## src/rtl/matrix_pkg.sv

```systemverilog
// Shared constants and state encoding for the ALU result path.
// Used by the Y drain buffer, its interface and its result store.
package matrix_pkg;
  localparam int RES_W  = 18;
  localparam int LANES  = 4;
  localparam int DEPTH  = 8;
  localparam int OUT_W  = 32;
  localparam int VEC_W  = LANES * RES_W;
  localparam int ENT_W  = $clog2(DEPTH);
  localparam int LANE_W = $clog2(LANES);

  typedef enum logic [1:0] {
    IDLE    = 2'd0,
    COLLECT = 2'd1,
    DRAIN   = 2'd2,
    DONE    = 2'd3
  } state_e;
endpackage

```

## src/rtl/y_drain_buffer_if.sv

```systemverilog
// ALU-side capture and readout-side stream of the Y drain buffer.
// slave = buffer side, master = ALU array / readout side.
interface y_drain_buffer_if;
  import matrix_pkg::*;

  logic             alu_valid;
  logic [VEC_W-1:0] alu_result;
  logic             alu_ready;
  logic             out_valid;
  logic             out_ready;
  logic [OUT_W-1:0] out_data;
  logic             out_last;

  modport slave (
    input  alu_valid, alu_result, out_ready,
    output alu_ready, out_valid, out_data, out_last
  );

  modport master (
    output alu_valid, alu_result, out_ready,
    input  alu_ready, out_valid, out_data, out_last
  );
endinterface

```

## src/rtl/y_result_store.sv

```systemverilog
// DEPTH x VEC_W register file: one sync write port, one comb read port.
// Contents are not reset; they are always written before being read.
module y_result_store
  import matrix_pkg::*;
(
  input  logic             clk,
  input  logic             we_i,
  input  logic [ENT_W-1:0] waddr_i,
  input  logic [VEC_W-1:0] wdata_i,
  input  logic [ENT_W-1:0] raddr_i,
  output logic [VEC_W-1:0] rdata_o
);
  logic [VEC_W-1:0] mem_q [DEPTH];

  always_ff @(posedge clk) begin
    if (we_i) mem_q[waddr_i] <= wdata_i;
  end

  assign rdata_o = mem_q[raddr_i];
endmodule

```

## src/rtl/y_drain_buffer.sv

```systemverilog
// Collects ALU result vectors per frame, then streams them out
// lane by lane as sign-extended words on a valid/ready port.
module y_drain_buffer
  import matrix_pkg::*;
(
  input  logic               clk,
  input  logic               rst,
  input  logic               start,
  input  logic               abort,
  input  logic [3:0]         frame_len,
  y_drain_buffer_if.slave    bus,
  output logic               busy,
  output logic               done
);
  localparam logic [3:0]        DEPTH_L   = 4'(DEPTH);
  localparam logic [LANE_W-1:0] LAST_LANE = LANE_W'(LANES - 1);

  state_e            state_q, state_d;
  logic [3:0]        len_q, len_d;
  logic [ENT_W-1:0]  wr_q, wr_d;
  logic [ENT_W-1:0]  rde_q, rde_d;
  logic [LANE_W-1:0] rdl_q, rdl_d;

  logic              wr_en;
  logic              last;
  logic [VEC_W-1:0]  rd_vec;
  logic [RES_W-1:0]  lane;

  always_ff @(posedge clk) begin
    if (rst) begin
      state_q <= IDLE;
      len_q   <= '0;
      wr_q    <= '0;
      rde_q   <= '0;
      rdl_q   <= '0;
    end else begin
      state_q <= state_d;
      len_q   <= len_d;
      wr_q    <= wr_d;
      rde_q   <= rde_d;
      rdl_q   <= rdl_d;
    end
  end

  assign last = (state_q == DRAIN)
             && (4'(rde_q) == len_q - 4'd1)
             && (rdl_q == LAST_LANE);

  always_comb begin
    state_d = state_q;
    len_d   = len_q;
    wr_d    = wr_q;
    rde_d   = rde_q;
    rdl_d   = rdl_q;
    unique case (state_q)
      IDLE: begin
        if (start) begin
          len_d   = (frame_len > DEPTH_L) ? DEPTH_L : frame_len;
          wr_d    = '0;
          state_d = (frame_len == 4'd0) ? DONE : COLLECT;
        end
      end
      COLLECT: begin
        if (bus.alu_valid) begin
          wr_d = wr_q + 1'b1;
          if (4'(wr_q) == len_q - 4'd1) begin
            state_d = DRAIN;
            rde_d   = '0;
            rdl_d   = '0;
          end
        end
      end
      DRAIN: begin
        if (bus.out_ready) begin
          rdl_d = rdl_q + 1'b1;
          if (rdl_q == LAST_LANE) rde_d = rde_q + 1'b1;
          if (last) state_d = DONE;
        end
      end
      DONE: state_d = IDLE;
    endcase
    // abort wins over every same-cycle event, final handshake included
    if (abort && state_q != IDLE) begin
      state_d = IDLE;
      wr_d    = '0;
      rde_d   = '0;
      rdl_d   = '0;
    end
  end

  assign wr_en = (state_q == COLLECT) && bus.alu_valid && !abort;

  y_result_store u_store (
    .clk     (clk),
    .we_i    (wr_en),
    .waddr_i (wr_q),
    .wdata_i (bus.alu_result),
    .raddr_i (rde_q),
    .rdata_o (rd_vec)
  );

  assign lane = rd_vec[rdl_q * RES_W +: RES_W];

  assign bus.alu_ready = (state_q == COLLECT);
  assign bus.out_valid = (state_q == DRAIN);
  assign bus.out_last  = last;
  assign bus.out_data  = (state_q == DRAIN)
                       ? {{(OUT_W - RES_W){lane[RES_W-1]}}, lane}
                       : '0;
  assign busy = (state_q != IDLE);
  assign done = (state_q == DONE);
endmodule
```

## src/flat_wrapper.sv

```systemverilog
// flat-port wrapper written by rule: the top's interface ports become plain ports
module y_drain_buffer_flat import matrix_pkg::*;
  (clk, rst, start, abort, frame_len, busy, done, bus_alu_valid, bus_alu_result, bus_out_ready, bus_alu_ready, bus_out_valid, bus_out_data, bus_out_last);
  y_drain_buffer_if bus_i ();
  input  logic clk;
  input  logic rst;
  input  logic start;
  input  logic abort;
  input  logic [3:0] frame_len;
  output logic busy;
  output logic done;
  input wire logic [$bits(bus_i.alu_valid)-1:0] bus_alu_valid;
  input wire logic [$bits(bus_i.alu_result)-1:0] bus_alu_result;
  input wire logic [$bits(bus_i.out_ready)-1:0] bus_out_ready;
  output wire logic [$bits(bus_i.alu_ready)-1:0] bus_alu_ready;
  output wire logic [$bits(bus_i.out_valid)-1:0] bus_out_valid;
  output wire logic [$bits(bus_i.out_data)-1:0] bus_out_data;
  output wire logic [$bits(bus_i.out_last)-1:0] bus_out_last;
  assign bus_i.alu_valid = bus_alu_valid;
  assign bus_i.alu_result = bus_alu_result;
  assign bus_i.out_ready = bus_out_ready;
  assign bus_alu_ready = bus_i.alu_ready;
  assign bus_out_valid = bus_i.out_valid;
  assign bus_out_data = bus_i.out_data;
  assign bus_out_last = bus_i.out_last;
  y_drain_buffer u_core (.clk(clk), .rst(rst), .start(start), .abort(abort), .frame_len(frame_len), .bus(bus_i), .busy(busy), .done(done));
endmodule
```

## config.mk

```make
export PLATFORM = sky130hd
export DESIGN_NAME = y_drain_buffer_flat
export DESIGN_NICKNAME = d
export VERILOG_FILES = /design/src/rtl/matrix_pkg.sv /design/src/rtl/y_drain_buffer_if.sv /design/src/rtl/y_result_store.sv /design/src/rtl/y_drain_buffer.sv /design/src/flat_wrapper.sv
export SDC_FILE = /design/constraint.sdc
export NUM_CORES = 1
export LEC_CHECK = 0
export ABC_CLOCK_PERIOD_IN_PS = 6700
export BUFFER_PORTS_ARGS = -buffer_cell sky130_fd_sc_hd__buf_2
export CAP_MARGIN = 20
export CORE_MARGIN = 5
export CORE_UTILIZATION = 39
export DETAILED_ROUTE_END_ITERATION = 8
export PLACE_DENSITY_LB_ADDON = 0.3
export SLEW_MARGIN = 20
export SYNTH_ARGS = -nofsm -noshare
export SYNTH_HDL_FRONTEND = slang
export SYNTH_SLANG_ARGS = --single-unit
```

## constraint.sdc

```tcl
create_clock -name clk -period 6.7 [get_ports clk]
set_input_delay 1.005 -clock clk [delete_from_list [all_inputs] [get_ports clk]]
set_output_delay 1.005 -clock clk [all_outputs]
set_load 0.01 [all_outputs]
```

==> results of run 1 <==
[cells in the final DEF, fill, tap and decap left out, drive strengths merged, types with 7 or more instances in the layout]
cell type	count
nor4	18
clkinv	23
ha	8
edfxtp	576
inv	11
a22o	18
nor2	17
mux2	19
nor2b	21
dfxtp	17
a22oi	37
a21oi	31
mux4	72
a211oi	19
clkbuf	76
o22ai	20
nand2b	7
nand2	11
a221oi	19
mux2i	145
buf	147
[logic make-up (layout without fill, tap and decap cells)]
logic type,after synthesis,after routing,synth area share
AND/OR/NAND/NOR,97,97,0.02333
multiplexers,236,236,0.1416
AO/OA/AOI/OAI,156,156,0.04898
buffers and inverters,86,258,0.01994
flip-flops,593,593,0.7596
XOR/XNOR,6,6,0.002263
other,0,6,0
adder cells (fa/ha/maj),8,8,0.004311
[per-layer routing]
metal,track usage,share of wire,vias to the layer above
met1,0.2339,0.45,6010
li1,-,-,5138
met3,0.03336,0.059,79
met4,0.04188,0.022,6
met5,0,0.0010,-
met2,0.2525,0.47,338
[sequential cells by signal, summed over array words and instances (netlist names), named ones only]
register              flops
u_core.wr_q               3
u_core.len_q              4
u_core.rde_q              3
u_core.state_q            2
u_core.u_store.mem_q    576
u_core.rdl_q              2
[where the power goes]
group          internal (mW)  switching (mW)  total, mW
sequential              4.11          0.0135       4.12
combinational          0.104           0.210      0.313
clock                   1.63            1.32       2.95
total                   5.84            1.54       7.39
[layout make-up]
class | instances | area [µm²]
fillers | 5072 | 32630
well taps | 773 | 967.2
diodes | 6 | 15.01
flip-flops and latches | 593 | 17650
clock inverters | 27 | 140.1
inverters | 8 | 30.03
clock buffers | 76 | 1560
repair buffers | 147 | 820.8
multi-input cells | 503 | 5215
[worst max-delay path by stage]
stage / start / slack, ns / to / cells past startpoint
after floorplan: abort / 1.48 / u_core.u_store.mem_q[2][0] / 2
after global placement: flop / 2.46 / bus_out_data[1] / 7
after detailed placement: flop / 2.50 / bus_out_data[1] / 7
after CTS: flop / 1.83 / bus_out_data[1] / 7
after global routing: flop / 1.61 / bus_out_data[17] / 7
final: flop / 1.85 / bus_out_data[21] / 6
[Yosys cell counts, drive strengths merged, types with 2 or more instances]
cell type / number
edfxtp: 576
mux2i: 145
mux4: 72
buf: 48
a22oi: 37
a21oi: 31
clkbuf: 30
nor2b: 21
o22ai: 20
a211oi: 19
a221oi: 19
mux2: 19
a22o: 18
nor4: 18
dfxtp: 17
nor2: 17
nand2: 11
ha: 8
inv: 8
nand2b: 7
xor2: 6
nand3: 5
nor3: 5
o21ai: 4
nor3b: 3
or4: 3
a21bo: 2
and2: 2
[worst max-delay path, stage by stage (launching register included)]
cell	delay, ns
dfxtp_4	0.80
buf_4	0.56
mux4_2	0.37
nor2b_1	0.14
a211oi_1	0.80
nor4_2	0.27
buf_2	0.22
==> impl_metrics.env, run 1 <==
export IMPL_overflow=0
export IMPL_hold_buffers=0
export IMPL_num_rows=89
export IMPL_ir_drop_uv=179.9
export IMPL_cts_setup_buffers=0
export IMPL_clock_sinks=593
export IMPL_pre_cts_ws_ns=2.500
export IMPL_drtIter0Drc=1063
export IMPL_ctsLongestPathBuffers=3
export IMPL_cp_end_kind="primary output"
export IMPL_hpwl_um=31370
export IMPL_dp_cells=2024
export IMPL_initial_core_util=0.3934
export IMPL_slew_headroom=0.3075
export IMPL_synth_seq_cells=593
export IMPL_ys_types=47
export IMPL_netlist_area_mm2=0.02322
export IMPL_cp_data_arrival_time_ns=3.84
export IMPL_die_h_um=254.0
export IMPL_cts_buffers=59
export IMPL_final_cell_area_mm2=0.02639
export IMPL_power_mw=7.387
export IMPL_netlist_area_leader_share=0.7449
export IMPL_reg2reg_slack_ns=3.16
export IMPL_vias=11570
export IMPL_whs_path_depth=2
export IMPL_clk_pin_slew_worst_paths_ns=0.06
export IMPL_synth_ff_type="edfxtp_1"
export IMPL_yosys_warnings=0
export IMPL_clock_root_buffer="clkbuf_16"
export IMPL_grt_max_degree=57
export IMPL_worstHoldStart="u_core.rde_q[1]"
export IMPL_reg2reg_to="u_core.u_store.mem_q[4][4]"
export IMPL_synth_fp_nets=1272
export IMPL_power_leakage_nw=8.090
export IMPL_cts_resized=0
export IMPL_grt_usage=0.1614
export IMPL_htreeDepth=2
export IMPL_seq_area_frac_synth=0.7596
export IMPL_placed_cell_area_mm2=0.02468
export IMPL_slew_viol_final=0
export IMPL_finalHoldViolCount=0
export IMPL_r2r_start="u_core.state_q[1]"
export IMPL_worstSetupPathType="flop to primary output"
export IMPL_cp_required_ns=5.69
export IMPL_critPathMaxFanout=44
export IMPL_detail_route_vias_per_cell=5.425
export IMPL_nNetsFinal=1402
export IMPL_fin_crit_sh=0.7234
export IMPL_hold_class="flop to flop"
export IMPL_r2r_cells=6
export IMPL_fin_skew_ns=0.01738
export IMPL_fin_hold_ws_ns=0.4992
export IMPL_numPortBuffers=118
export IMPL_cap_violations=0
export IMPL_place_congestion=0.8137
export IMPL_setup_ws_ns=1.853
export IMPL_synth_largest_area_cell="edfxtp_1"
export IMPL_finish_utilization=0.4472
export IMPL_synth_edff_count=576
export IMPL_clk_latency_ns=0.61
export IMPL_first_global_vias=11700
export IMPL_routedWlPerCell_um=24.61
export IMPL_synth_area_leaders="edfxtp_1 74%, mux4_2 7.0%, mux2i_1 6.3%, dfxtp_1 1.5%, a22oi_1 1.2%"
export IMPL_cp_start_kind="flop"
export IMPL_firstDrtPassIters=5
export IMPL_async_reset_ff_frac=0
export IMPL_grt_pass1_wl_um=77670
export IMPL_core_mm2=0.05902
export IMPL_setup_viol=0
export IMPL_drive_gt1_frac=0.2452
export IMPL_route_detailed_drc=0
export IMPL_fin_setup_tns_ns=0
export IMPL_syn2layout_area_growth_pct=13.68
export IMPL_rsz0062_at_grt="no"
export IMPL_min_period_ns=4.847
export IMPL_drt_total_wl_um=52490
export IMPL_tightest_slew_ns=1.036
export IMPL_synthCells=1182
export IMPL_fmax_mhz=206.3
export IMPL_die_area_mm2=0.06451
export IMPL_status="complete, no violations"
export IMPL_die_w_um=254.0
export IMPL_stdcell_count=2133
export IMPL_ios=119
export IMPL_syn_area_per_cell_um2=19.64
export IMPL_cts_tree="built"
export IMPL_antenna_found_initial=14
export IMPL_ant_nets=0
export IMPL_power_density_mw_per_mm2=279.9
Note: power is estimated with default switching activity, not from simulation.
==> run 2, diff against run 1 <==
ABC_AREA = 1   (was unset)
ABC_CLOCK_PERIOD_IN_PS = 4200   (was 6700)
clock period = 4.2 ns   (was 6.7 ns; I/O delays follow)
==> run 2 against run 1 <==
Compared with the run above:
- routed wire length up 22%
- die area up 4.2%
- utilization up 0.26 points
- largest power group unchanged
- sequential share of layout area down 3.2 points
- synthesized cell count up 75%
- final area up 5.0%
==> impl_metrics.env, run 2 <==
export IMPL_layout_commonest_cell="nand2_1"
export IMPL_nNetsFinal=2248
export IMPL_netlist_area_mm2=0.02423
export IMPL_ir_drop_uv=340.6
export IMPL_numPortBuffers=118
export IMPL_cts_tree="built"
export IMPL_grt_pass1_wl_um=96570
export IMPL_yosys_warnings=0
export IMPL_crit_top_cell="nor2_1"
export IMPL_drtIter0Drc=1583
export IMPL_cts_setup_buffers=0
export IMPL_p_int_mw=9.888
export IMPL_cp_required_ns=3.57
export IMPL_power_density_mw_per_mm2=460.3
export IMPL_hold_buffers=0
export IMPL_whs_path_depth=2
export IMPL_synthTopCellsByCount="642 x nand2_1, 576 x edfxtp_1, 347 x nand3_1, 131 x nor2_1, 66 x o21ai_0"
export IMPL_vias=15980
export IMPL_power_leakage_nw=9.893
export IMPL_p_sw_mw=2.867
export IMPL_cp_end_kind="primary output"
export IMPL_r2r_cells=7
export IMPL_synthMuxAreaShare=0
export IMPL_clock_root_buffer="clkbuf_16"
export IMPL_ios=119
export IMPL_cp_num_buf_inv=4
export IMPL_slowest_delay_ns=0.45
export IMPL_antenna_found_initial=16
export IMPL_drive_gt1_frac=0.1218
export IMPL_reg_top3="u_core.u_store.mem_q: 576 flops, u_core.len_q: 4 flops"
export IMPL_setup_viol=0
export IMPL_die_h_um=259.2
export IMPL_clkPwrFrac=0.413
export IMPL_cts_buffers=60
export IMPL_largest_reg_flops=576
export IMPL_synth_area_leaders="edfxtp_1 71%, nand2_1 9.9%, nand3_1 7.2%, nor2_1 2.0%, dfxtp_1 1.4%"
export IMPL_swShare=0.2248
export IMPL_firstDrtPassIters=5
export IMPL_synthCells=2066
export IMPL_status="complete, no violations"
export IMPL_finalHoldViolCount=0
export IMPL_layout_common_cells="642 x nand2_1, 576 x edfxtp_1, 347 x nand3_1, 123 x nor2_1, 118 x buf_2"
export IMPL_min_period_ns=3.787
export IMPL_top_register="u_core.u_store.mem_q"
export IMPL_synth_ff_type="edfxtp_1"
export IMPL_critPathMaxFanout=68
export IMPL_synth_compound_area_frac=0.03605
export IMPL_synth_fp_nets=2156
export IMPL_synth_edff_count=576
export IMPL_hold_class="primary input to flop"
export IMPL_synth_top_family_by_area="simple AND/OR/NAND/NOR gates"
export IMPL_cap_violations=0
export IMPL_fmax_mhz=264.0
export IMPL_grt_max_degree=105
export IMPL_power_mw=12.75
export IMPL_clock_sinks=593
export IMPL_critPathSlowestCell="dfxtp_4"
export IMPL_synth_xor_area_frac=0.001085
export IMPL_synthSimpleGateAreaFrac=0.1937
export IMPL_slew_headroom=0.2888
export IMPL_drt_total_wl_um=64230
export IMPL_clk_latency_ns=0.63
export IMPL_syn2layout_area_growth_pct=14.37
export IMPL_cp_top_family="buffers and inverters"
export IMPL_fin_crit_sh=0.9017
export IMPL_grt_usage=0.1880
export IMPL_die_area_mm2=0.06720
export IMPL_num_rows=91
export IMPL_setup_ws_ns=0.4127
export IMPL_die_w_um=259.2
export IMPL_detail_route_vias_per_cell=5.227
export IMPL_netlist_area_leader_share=0.7140
export IMPL_rsz0062_at_grt="no"
export IMPL_tightest_slew_ns=1.066
export IMPL_cts_resized=0
export IMPL_path_cells="inv_8 -> buf_12 -> buf_12 -> nor2_1 -> nor2_1 -> o21ai_0 -> o21ai_0 -> nand2_1 -> nand2_1 -> a21oi_1 -> nor2_1 -> buf_2"
export IMPL_ctsLongestPathBuffers=3
export IMPL_power_frac_comb=0.069
export IMPL_synth_largest_area_cell="edfxtp_1"
export IMPL_fillers=5576
export IMPL_fin_skew_ns=0.02837
export IMPL_cp_data_arrival_time_ns=3.16
export IMPL_overflow=0
export IMPL_ant_nets=0
export IMPL_ys_types=26
export IMPL_synth_seq_cells=593
export IMPL_syn_area_per_cell_um2=11.73
export IMPL_synth_fa_ha_area_frac=0.004132
export IMPL_post_synth_top_count_cell="nand2_1"
export IMPL_route_detailed_drc=0
export IMPL_worstSetupPathType="flop to primary output"
export IMPL_place_congestion=0.8498
export IMPL_htreeDepth=2
export IMPL_hpwl_um=37050
export IMPL_slew_viol_final=0
export IMPL_seq_area_frac_synth=0.7280
export IMPL_first_global_vias=15360
export IMPL_seqPwrFrac=0.518
export IMPL_pre_cts_ws_ns=1.124
export IMPL_async_reset_ff_frac=0
export IMPL_core_mm2=0.06160
export IMPL_initial_core_util=0.3933
export IMPL_clk_pin_slew_worst_paths_ns=0.06
export IMPL_routedWlPerCell_um=21.01
export IMPL_cp_start_kind="flop"
export IMPL_cp_depth=12
## run 2: changes by cell type after synthesis, sizes merged, moves of 35 or more
cell   before  now
a22oi      37    2
buf        48  116
mux2i     145    0
mux4       72    0
nand2      11  643
nand3       5  347
nor2       17  131
o21ai       4  101
## run 2: power groups by stage
stage | Clock (mW) | Sequential [mW] | Combinational (mW)
2_1_floorplan | 0 | 6.74 | 0.499
4_1_cts | 5.36 | 6.61 | 0.877
5_1_grt | 5.64 | 6.61 | 0.969
3_3_place_gp | 0 | 6.73 | 0.860
3_5_place_dp | 0 | 6.74 | 0.874
6_report | 5.26 | 6.61 | 0.880
## run 2: layer usage
metal	part of all wire	vias to the layer above	wire, µm	track usage
met1	0.43	7836	27450	0.2600
li1	-	7456	-	-
met4	0.027	12	1710	0.05490
met2	0.45	565	29220	0.2933
met5	0.0012	-	76	0
met3	0.090	111	5769	0.05243
## run 2: worst paths after layout
kind	start	endpoint	slack, ns
worst min register to register	u_core.len_q[3]	u_core.len_q[3]	0.50
worst max-delay path	flop	bus_out_data[2]	0.41
worst min-delay path	rst	u_core.len_q[2]	0.25
worst max register to register	u_core.state_q[1]	u_core.u_store.mem_q[6][22]	1.49
## run 2: stage by stage
stage               utilization  setup TNS, ns  hold slack (ns)  instances  cell area (µm²)
floorplan                     -        -165.35           0.4522       2066            24230
global placement         0.4179              0           0.4837       2933            25740
detailed placement       0.4179              0           0.4863       2933            25740
CTS                      0.4494              0           0.2128       3046            27680
global route             0.4495              0           0.2392       3050            27690
finish                   0.4498              0           0.2483       3057            27710
## run 2: logic make-up after synthesis
| family | Yosys count |
|---|---|
| buf+inv | 166 |
| compound gates | 167 |
| flops | 593 |
| fa+ha+maj | 8 |
| simple gates | 1129 |
| xor+xnor | 3 |
## run 2: area by class of cell
| class | instances | area [µm²] | area share |
|---|---|---|---|
| Sequential cell | 593 | 17650 | 0.6370 |
| Multi-Input combinational cell | 1307 | 5753 | 0.2076 |
| Clock buffer | 74 | 1597 | 0.05762 |
| Timing Repair Buffer | 167 | 1171 | 0.04227 |
| Tap cell | 837 | 1047 | 0.03780 |
| Clock inverter | 39 | 344.1 | 0.01242 |
| Inverter | 29 | 118.9 | 0.004290 |
| Antenna cell | 11 | 27.53 | 0.0009935 |
## run 2: worst register-to-register path: stages, from the launching register on
cell	delay, ns
dfxtp_1	0.32
inv_1	0.09
ha_1	0.31
nand2_1	0.08
nor2_1	0.16
nand2_1	0.29
nor2_4	0.68
buf_12	0.41
